$ cat src/rtl/sd_block_reader.sv
// SD card block read data phase: polls for the 0xFE start token, streams the block
// to the sector consumer, then checks the trailing CRC16 (CCITT, MSB first, init 0).
module sd_block_reader #(
  parameter int BLOCK_BYTES   = 512,
  parameter int TOKEN_TIMEOUT = 4096,
  parameter int IDX_W         = 9
) (
  input  logic             clk,
  input  logic             rst,
  input  logic             rd_begin,
  input  logic             abort,
  output logic             poll_req,
  input  logic [7:0]       rx_byte,
  input  logic             rx_valid,
  output logic [7:0]       data_out,
  output logic             data_valid,
  output logic [IDX_W-1:0] data_index,
  output logic             busy,
  output logic             done,
  output logic             crc_ok,
  output logic             err_timeout,
  output logic             err_token
);

  localparam int CNT_W = $clog2(TOKEN_TIMEOUT + 1);
  localparam logic [CNT_W-1:0] CNT_LIMIT = CNT_W'(TOKEN_TIMEOUT);
  localparam logic [IDX_W-1:0] IDX_LAST  = IDX_W'(BLOCK_BYTES - 1);

  typedef enum logic [2:0] {
    IDLE,
    WAIT_TOK,
    DATA,
    CRC_HI,
    CRC_LO,
    FINISH
  } state_t;

  state_t           state, state_d;
  logic             pend, pend_d;
  logic             kick, kick_d;
  logic [CNT_W-1:0] cnt, cnt_d;
  logic [IDX_W-1:0] idx, idx_d;
  logic [15:0]      crc, crc_d;
  logic [7:0]       crc_hi, crc_hi_d;
  logic [7:0]       tok_byte, tok_byte_d;
  logic             poll_req_d;
  logic [7:0]       data_out_d;
  logic             data_valid_d;
  logic [IDX_W-1:0] data_index_d;
  logic             busy_d;
  logic             done_d;
  logic             crc_ok_d;
  logic             err_timeout_d;
  logic             err_token_d;
  logic             rx_take;
  logic [CNT_W-1:0] cnt_inc;

  // One byte of CRC16-CCITT, processed MSB first.
  function automatic logic [15:0] crc16_byte(input logic [15:0] c, input logic [7:0] d);
    logic [15:0] r;
    logic        fb;
    r = c;
    for (int i = 7; i >= 0; i--) begin
      fb = r[15] ^ d[i];
      r  = {r[14:0], 1'b0} ^ ({16{fb}} & 16'h1021);
    end
    return r;
  endfunction

  // A received byte only counts when it answers our single outstanding poll.
  assign rx_take = rx_valid & pend;
  assign cnt_inc = cnt + 1'b1;

  always_comb begin
    state_d       = state;
    pend_d        = pend;
    kick_d        = kick;
    cnt_d         = cnt;
    idx_d         = idx;
    crc_d         = crc;
    crc_hi_d      = crc_hi;
    tok_byte_d    = tok_byte;
    poll_req_d    = 1'b0;
    data_out_d    = data_out;
    data_valid_d  = 1'b0;
    data_index_d  = data_index;
    busy_d        = busy;
    done_d        = 1'b0;
    crc_ok_d      = crc_ok;
    err_timeout_d = err_timeout;
    err_token_d   = err_token;

    if (state == IDLE) begin
      if (!abort && rd_begin) begin
        state_d       = WAIT_TOK;
        busy_d        = 1'b1;
        kick_d        = 1'b1;
        pend_d        = 1'b0;
        cnt_d         = '0;
        idx_d         = '0;
        crc_d         = 16'h0000;
        data_index_d  = '0;
        crc_ok_d      = 1'b0;
        err_timeout_d = 1'b0;
        err_token_d   = 1'b0;
      end
    end else if (abort) begin
      state_d = IDLE;
      busy_d  = 1'b0;
      pend_d  = 1'b0;
      kick_d  = 1'b0;
    end else begin
      unique case (state)
        WAIT_TOK: begin
          if (kick) begin
            poll_req_d = 1'b1;
            pend_d     = 1'b1;
            kick_d     = 1'b0;
          end else if (rx_take) begin
            if (rx_byte == 8'hFE) begin
              state_d    = DATA;
              poll_req_d = 1'b1;
            end else if (rx_byte == 8'hFF) begin
              cnt_d = cnt_inc;
              if (cnt_inc == CNT_LIMIT) begin
                err_timeout_d = 1'b1;
                pend_d        = 1'b0;
                state_d       = FINISH;
              end else begin
                poll_req_d = 1'b1;
              end
            end else begin
              err_token_d = 1'b1;
              tok_byte_d  = rx_byte;
              pend_d      = 1'b0;
              state_d     = FINISH;
            end
          end
        end
        DATA: begin
          if (rx_take) begin
            data_out_d   = rx_byte;
            data_valid_d = 1'b1;
            data_index_d = idx;
            idx_d        = idx + 1'b1;
            crc_d        = crc16_byte(crc, rx_byte);
            poll_req_d   = 1'b1;
            if (idx == IDX_LAST) state_d = CRC_HI;
          end
        end
        CRC_HI: begin
          if (rx_take) begin
            crc_hi_d   = rx_byte;
            poll_req_d = 1'b1;
            state_d    = CRC_LO;
          end
        end
        CRC_LO: begin
          if (rx_take) begin
            crc_ok_d = ({crc_hi, rx_byte} == crc);
            pend_d   = 1'b0;
            state_d  = FINISH;
          end
        end
        FINISH: begin
          done_d  = 1'b1;
          busy_d  = 1'b0;
          state_d = IDLE;
        end
        default: begin
          state_d = IDLE;
          busy_d  = 1'b0;
          pend_d  = 1'b0;
          kick_d  = 1'b0;
        end
      endcase
    end
  end

  // Registered stage: every output is a flop so reset clears them immediately.
  always_ff @(posedge clk or negedge rst) begin
    if (!rst) begin
      state       <= IDLE;
      pend        <= 1'b0;
      kick        <= 1'b0;
      cnt         <= '0;
      idx         <= '0;
      crc         <= 16'h0000;
      crc_hi      <= 8'h00;
      tok_byte    <= 8'h00;
      poll_req    <= 1'b0;
      data_out    <= 8'h00;
      data_valid  <= 1'b0;
      data_index  <= '0;
      busy        <= 1'b0;
      done        <= 1'b0;
      crc_ok      <= 1'b0;
      err_timeout <= 1'b0;
      err_token   <= 1'b0;
    end else begin
      state       <= state_d;
      pend        <= pend_d;
      kick        <= kick_d;
      cnt         <= cnt_d;
      idx         <= idx_d;
      crc         <= crc_d;
      crc_hi      <= crc_hi_d;
      tok_byte    <= tok_byte_d;
      poll_req    <= poll_req_d;
      data_out    <= data_out_d;
      data_valid  <= data_valid_d;
      data_index  <= data_index_d;
      busy        <= busy_d;
      done        <= done_d;
      crc_ok      <= crc_ok_d;
      err_timeout <= err_timeout_d;
      err_token   <= err_token_d;
    end
  end

endmodule

$ cat config.mk
export PLATFORM = sky130hd
export DESIGN_NAME = sd_block_reader
export DESIGN_NICKNAME = d
export VERILOG_FILES = /design/src/rtl/sd_block_reader.sv
export SDC_FILE = /design/constraint.sdc
export NUM_CORES = 1
export LEC_CHECK = 0
export ABC_AREA = 1
export CAP_MARGIN = 10
export CORE_MARGIN = 5
export CORE_UTILIZATION = 25
export CTS_BUF_LIST = sky130_fd_sc_hd__clkbuf_16
export CTS_CLUSTER_DIAMETER = 120
export CTS_CLUSTER_SIZE = 14
export DETAILED_ROUTE_END_ITERATION = 8
export PLACE_DENSITY = 0.42
export SLEW_MARGIN = 40
export SYNTH_ARGS = -nofsm -noshare
export SYNTH_HDL_FRONTEND = slang
export SYNTH_SLANG_ARGS = --single-unit
$ cat constraint.sdc
create_clock -name clk -period 2.1 [get_ports clk]
set_input_delay 0.42 -clock clk [delete_from_list [all_inputs] [get_ports clk]]
set_output_delay 0.42 -clock clk [all_outputs]
set_load 0.005 [all_outputs]
; After elaboration in Yosys (flattened, before gate mapping)
; Cells that the tools add are included.
[word_totals]
reg_bits = 75
inputBits = 13
out_inout_bits = 24
[classes]
n_addsub = 2
eq_ne = 28
muxes = 86
bitwise_logic = 19
n_reduce_logical = 24
[op_table]
columns = operator, count
row1 = $xor A16 B13 Y16, 8
row2 = $mux W13, 8
row3 = $mux W9, 9
row4 = $mux W16, 5
row5 = $mux W1, 49
row6 = $mux W3, 12
row7 = $ne A4 B4 Y1 const B, 6
row8 = $eq A16 B16 Y1, 1
row9 = $eq A8 B8 Y1 const B, 2
row10 = $reduce_and A4 Y1, 4
row11 = $reduce_and A8 Y1, 2
row12 = $reduce_and A7 Y1, 2
row13 = $add A13 B1 Y13 const B, 1
row14 = $eq A13 B13 Y1 const B, 1
row15 = $ne A6 B6 Y1 const B, 2
row16 = $pmux W3 S4, 1
row17 = $reduce_bool A2 Y1, 6
row18 = $ne A5 B5 Y1 const B, 2
row19 = $add A9 B1 Y9 const B, 1
row20 = $eq A9 B9 Y1 const B, 1
row21 = $ne A3 B1 Y1 const B, 3
row22 = $reduce_or A4 Y1, 2
row23 = $xor A1 B1 Y1, 8
row24 = $eq A3 B2 Y1 const B, 2
row25 = other kinds (15), 21

; Longest topological paths before layout
[logic_depth]
word_depth = 20
depth_mapped = 13
mapped_depth_nobuf = 13

; Least setup slack after synthesis
; No wires, ideal clock.
[synth_path]
kind = register to register
from = reg cnt[0]
to = reg poll_req
arrival_time_ps = 1594
setup_slack_ps = 382
path_stages_with_launch = 13
n_path_buf = 0
path_cell_list = dfrtp_1 > ha_1 > nand3_1 > nor2_1 > nand3_1 > nand2_1 > nand2_1 > nor2_1 > nand3_1 > inv_1 > nor2_1 > o21ai_0 > nand2_1
[synth_between]
elab_chain_cells = 10
[synth_rtl]
columns = element, line_no
row1 = from (decl), 41  ; logic [CNT_W-1:0] cnt, cnt_d;
row2 = from (signal assigned), 204  ; cnt <= cnt_d;
row3 = $add A13 B1 Y13, 72  ; assign cnt_inc = cnt + 1'b1;
row4 = $eq A13 B13 Y1, 125  ; if (cnt_inc == CNT_LIMIT) begin
row5 = $mux W1, 125
row6 = $mux W1, 123  ; end else if (rx_byte == 8'hFF) begin
row7 = $mux W1, 120  ; if (rx_byte == 8'hFE) begin
row8 = $mux W1, 119  ; end else if (rx_take) begin
row9 = $mux W1, 115  ; if (kick) begin
row10 = $pmux W1 S2, 113  ; unique case (state)
row11 = $mux W1, 107  ; end else if (abort) begin
row12 = $mux W1, 93  ; if (state == IDLE) begin
row13 = named net poll_req_d, 46  ; logic poll_req_d;
row14 = to (signal assigned), 209  ; poll_req <= poll_req_d;
row15 = to (decl), 12  ; output logic poll_req,
; The timed path passes the listed nets, and every way through them passes these cells.
; A chain may end at the register's enable or synchronous reset.

; Final worst setup path
[layout_path]
from = reg idx[3]
to = reg state[1]
[layout_between]
elab_chain_cells = 3
[layout_rtl]
columns = element, line_no
row1 = from (decl), 42  ; logic [IDX_W-1:0] idx, idx_d;
row2 = from (signal assigned), 205  ; idx <= idx_d;
row3 = $eq A9 B9 Y1, 148  ; if (idx == IDX_LAST) state_d = CRC_HI;
row4 = $ne A4 B4 Y1 (no source line), n/a
row5 = $reduce_and A8 Y1 (no source line), n/a
row6 = to (signal assigned), 201  ; state <= state_d;
row7 = to (decl), 38  ; state_t state, state_d;
; Every way passes these cells.

==> results.json <==
{
  "status": "complete, no violations",
  "start_util_pct": 25.34,
  "cts_tree": "yes",
  "die_area_mm2": 0.01868,
  "syn_area_mm2": 0.004011,
  "synth_area_leaders": "dfrtp_1 (47%), nand2_1 (10%), o21ai_0 (5.5%), inv_1 (4.6%), xnor2_1 (4.4%)",
  "grt_use_total_pct": 12.08,
  "cpMostUsedCell": "nand2_1",
  "clk_pin_slew_ns": 0.06,
  "setup_viol": 0,
  "syn_area_per_cell_um2": 8.499,
  "synthXorXnorAreaFrac_pct": 7.642,
  "yosys.area.top_type": "dfrtp_1",
  "synth_compound_area_share_pct": 12.98,
  "htree_num_levels": 3,
  "place_congestion": 0.8231,
  "rows": 46,
  "via_per_inst": 4.315,
  "rrSetupSlack_ns": 0.19,
  "arrival_ns": 2.14,
  "nFillCells": 1663,
  "fin_tns_setup_ns": 0,
  "cpLargestDelayFamily": "simple AND/OR/NAND/NOR gates",
  "worstPathRequired_ns": 2.33,
  "yosysUniqueCellTypes": 43,
  "place_inst": 762,
  "final_util_pct": 33.06,
  "whs_ns": 0.02089,
  "grt.overflow.total": 0,
  "ys_seq_area_share_pct": 46.79,
  "synth_fa_ha_area_share_pct": 1.560,
  "powerDensity_mw_per_mm2": 811.1,
  "clock-sinks": 75,
  "grt_max_degree": 46,
  "synth_warnings": 0,
  "yosys.area_share.simple_pct": 24.52,
  "synth_top_family_by_area": "simple AND/OR/NAND/NOR gates",
  "n_antenna_cell": 0,
  "report.power.total_mw": 4.244,
  "ios": 37,
  "drtIter0Drc": 224,
  "layout.area.seq_mm2": 0.001877,
  "io_buffers": 36,
  "ys_ff_latch": 75,
  "skew_ns": 0.005755,
  "layout_setup_ws_ns": 0.1888,
  "path_cells": "inv_1 > nor4_1 > nor3b_1 > ha_1 > nor2_1 > nand2_1 > nand3_1 > nand2_1 > nand2_1",
  "synth_top_area_share_pct": 46.79,
  "core-area_mm2": 0.01583,
  "syn_nets": 490,
  "layout_common_cells": "nand2_1 (108), dfrtp_1 (75), inv_1 (49), buf_4 (45), o21ai_0 (44)",
  "die_height_um": 136.7,
  "fp.dieW_um": 136.7,
  "start_kind": "flop",
  "drive_above_1_share_pct": 16.76,
  "num_vias": 3353,
  "final_hold_viol_count": 0,
  "cts_inserted_buffers": 9,
  "cp.buffers_inverters": 1,
  "antenna_found_initial": 0,
  "ant_nets": 0,
  "hpwl_um": 8034,
  "grt_pass1_vias": 3312,
  "end_kind": "flop",
  "timing.final.crit_period_ns": 1.911,
  "drc": 0,
  "path_class": "flop to flop",
  "fin_nets": 575,
  "slew_violations": 0,
  "synth.area.mux_share_pct": 0,
  "design_area_mm2": 0.005233,
  "drv_cap": 0,
  "clock_latency_ns": 0.34,
  "finalCritPeriodShare_pct": 91.01,
  "root_buffer": "clkbuf_16",
  "syn_inst": 472,
  "power.leakage_nw": 2.420,
  "drtPass1Iterations": 4,
  "dpl_cell_area_mm2": 0.004961,
  "cp_slowest_stage_delay_ns": 0.39,
  "hp-class": "primary input to asynchronous set/reset pin",
  "grt_pass1_wl_um": 17470,
  "rsz0062_at_grt": "false",
  "max_freq_mhz": 523.2,
  "final_common_cell": "nand2_1",
  "cts_max_path_buffers": 2,
  "routed_wl_um": 10570,
  "areaGrowthSynthToFinish_pct": 30.44,
  "cp_slowest_cell": "dfrtp_1",
  "place_ws_ns": -0.03873,
  "peakVddDrop_v": 0.0003426,
  "multiInputGateArea_mm2": 0.001886,
  "slew_headroom_pct": 68.27,
  "crit_fanout": 4,
  "tightest_slew_ns": 0.4748,
  "finalNonFillerCells": 777,
  "wire_per_inst_um": 13.60
}
-- worst reg2reg max path, cell delays in order, from the launching register on --
cell     delay (ns)
dfrtp_1        0.39
inv_1          0.11
nor4_1         0.39
nor3b_1        0.27
ha_1           0.24
nor2_1         0.06
nand2_1        0.12
nand3_1        0.11
nand2_1        0.07
nand2_1        0.05
-- path summary, 6_finish.rpt --
check,startpoint,end,cells after the start
max,idx[3],state[1],9
min,rst,crc_hi[6],1
max reg2reg,idx[3],state[1],9
min reg2reg,busy,busy,2
max in group asynchronous,rst,cnt[10],2
min in group clk,busy,busy,2
-- registers in the layout (all words and copies together) (netlist names), 3 cells and up --
| signal | cells |
|---|---|
| state | 3 |
| data_index | 9 |
| cnt | 13 |
| crc | 16 |
| data_out | 8 |
| idx | 9 |
| crc_hi | 8 |
-- per-layer routing --
metal  up-vias  track usage, %  wire (um)
met1      1555           16.58       5158
met5         -               0          0
li1       1728               -          -
met4         0           5.039        173
met2        58           18.67       4881
met3        12           2.243        358
-- where the power goes --
part	internal [mW]	leakage, nW	switching (mW)
Clock	0.782	0.124	0.619
Sequential	1.58	1.04	0.139
Combinational	0.448	1.26	0.673
-- area by class of cell --
| class | count | area share (%) |
|---|---|---|
| Sequential cell | 75 | 35.87 |
| Timing Repair Buffer | 81 | 13.53 |
| Inverter | 59 | 4.448 |
| Tap cell | 216 | 5.165 |
| Multi-Input combinational cell | 331 | 36.04 |
| Clock inverter | 6 | 0.6456 |
| Clock buffer | 9 | 4.304 |
-- kinds of logic after synthesis --
| kind of cell | count (synthesis) |
|---|---|
| and+or+nand+nor | 203 |
| AOI/OAI and AO/OA | 88 |
| DFF | 75 |
| buffers and inverters | 66 |
| adders and majority gates | 5 |
| xor gates and xnor gates | 35 |
-- timing repair --
item | CTS | global route
gates resized for setup | 0 | 4
hold buffers | 0 | 0
buffers inserted | 0 | 0
hold endpoints to repair | 0 | 0
endpoints found under the setup margin | 0 | 4
-- synth_stat cells --
library cell    n
a2111oi_0       1
a211oi_2        1
a21oi_1        16
a22o_1          1
a32o_1          4
buf_2           2
clkbuf_1        5
clkinv_1        1
clkinv_2        1
clkinv_4        1
dfrtp_1        75
ha_1            5
inv_1          49
inv_2           6
inv_6           1
nand2_1       108
nand2_2         2
nand2_4         3
nand3_1        20
nand3_4         1
nand4_1        12
nand4_2         1
nor2_1         34
nor2_2          2
nor2_4          3
nor2_8          2
nor3_1          6
nor3_2          1
nor3_4          2
nor3b_1         2
nor4_1          3
o211a_1         1
o211ai_2        1
o21a_1          1
o21ai_0        44
o21ai_1         5
o21ai_4         1
o21bai_1        1
o22ai_1        10
o2bb2ai_1       1
or2_2           1
xnor2_1        20
xor2_1         15
(Power assumes the default switching activity.)
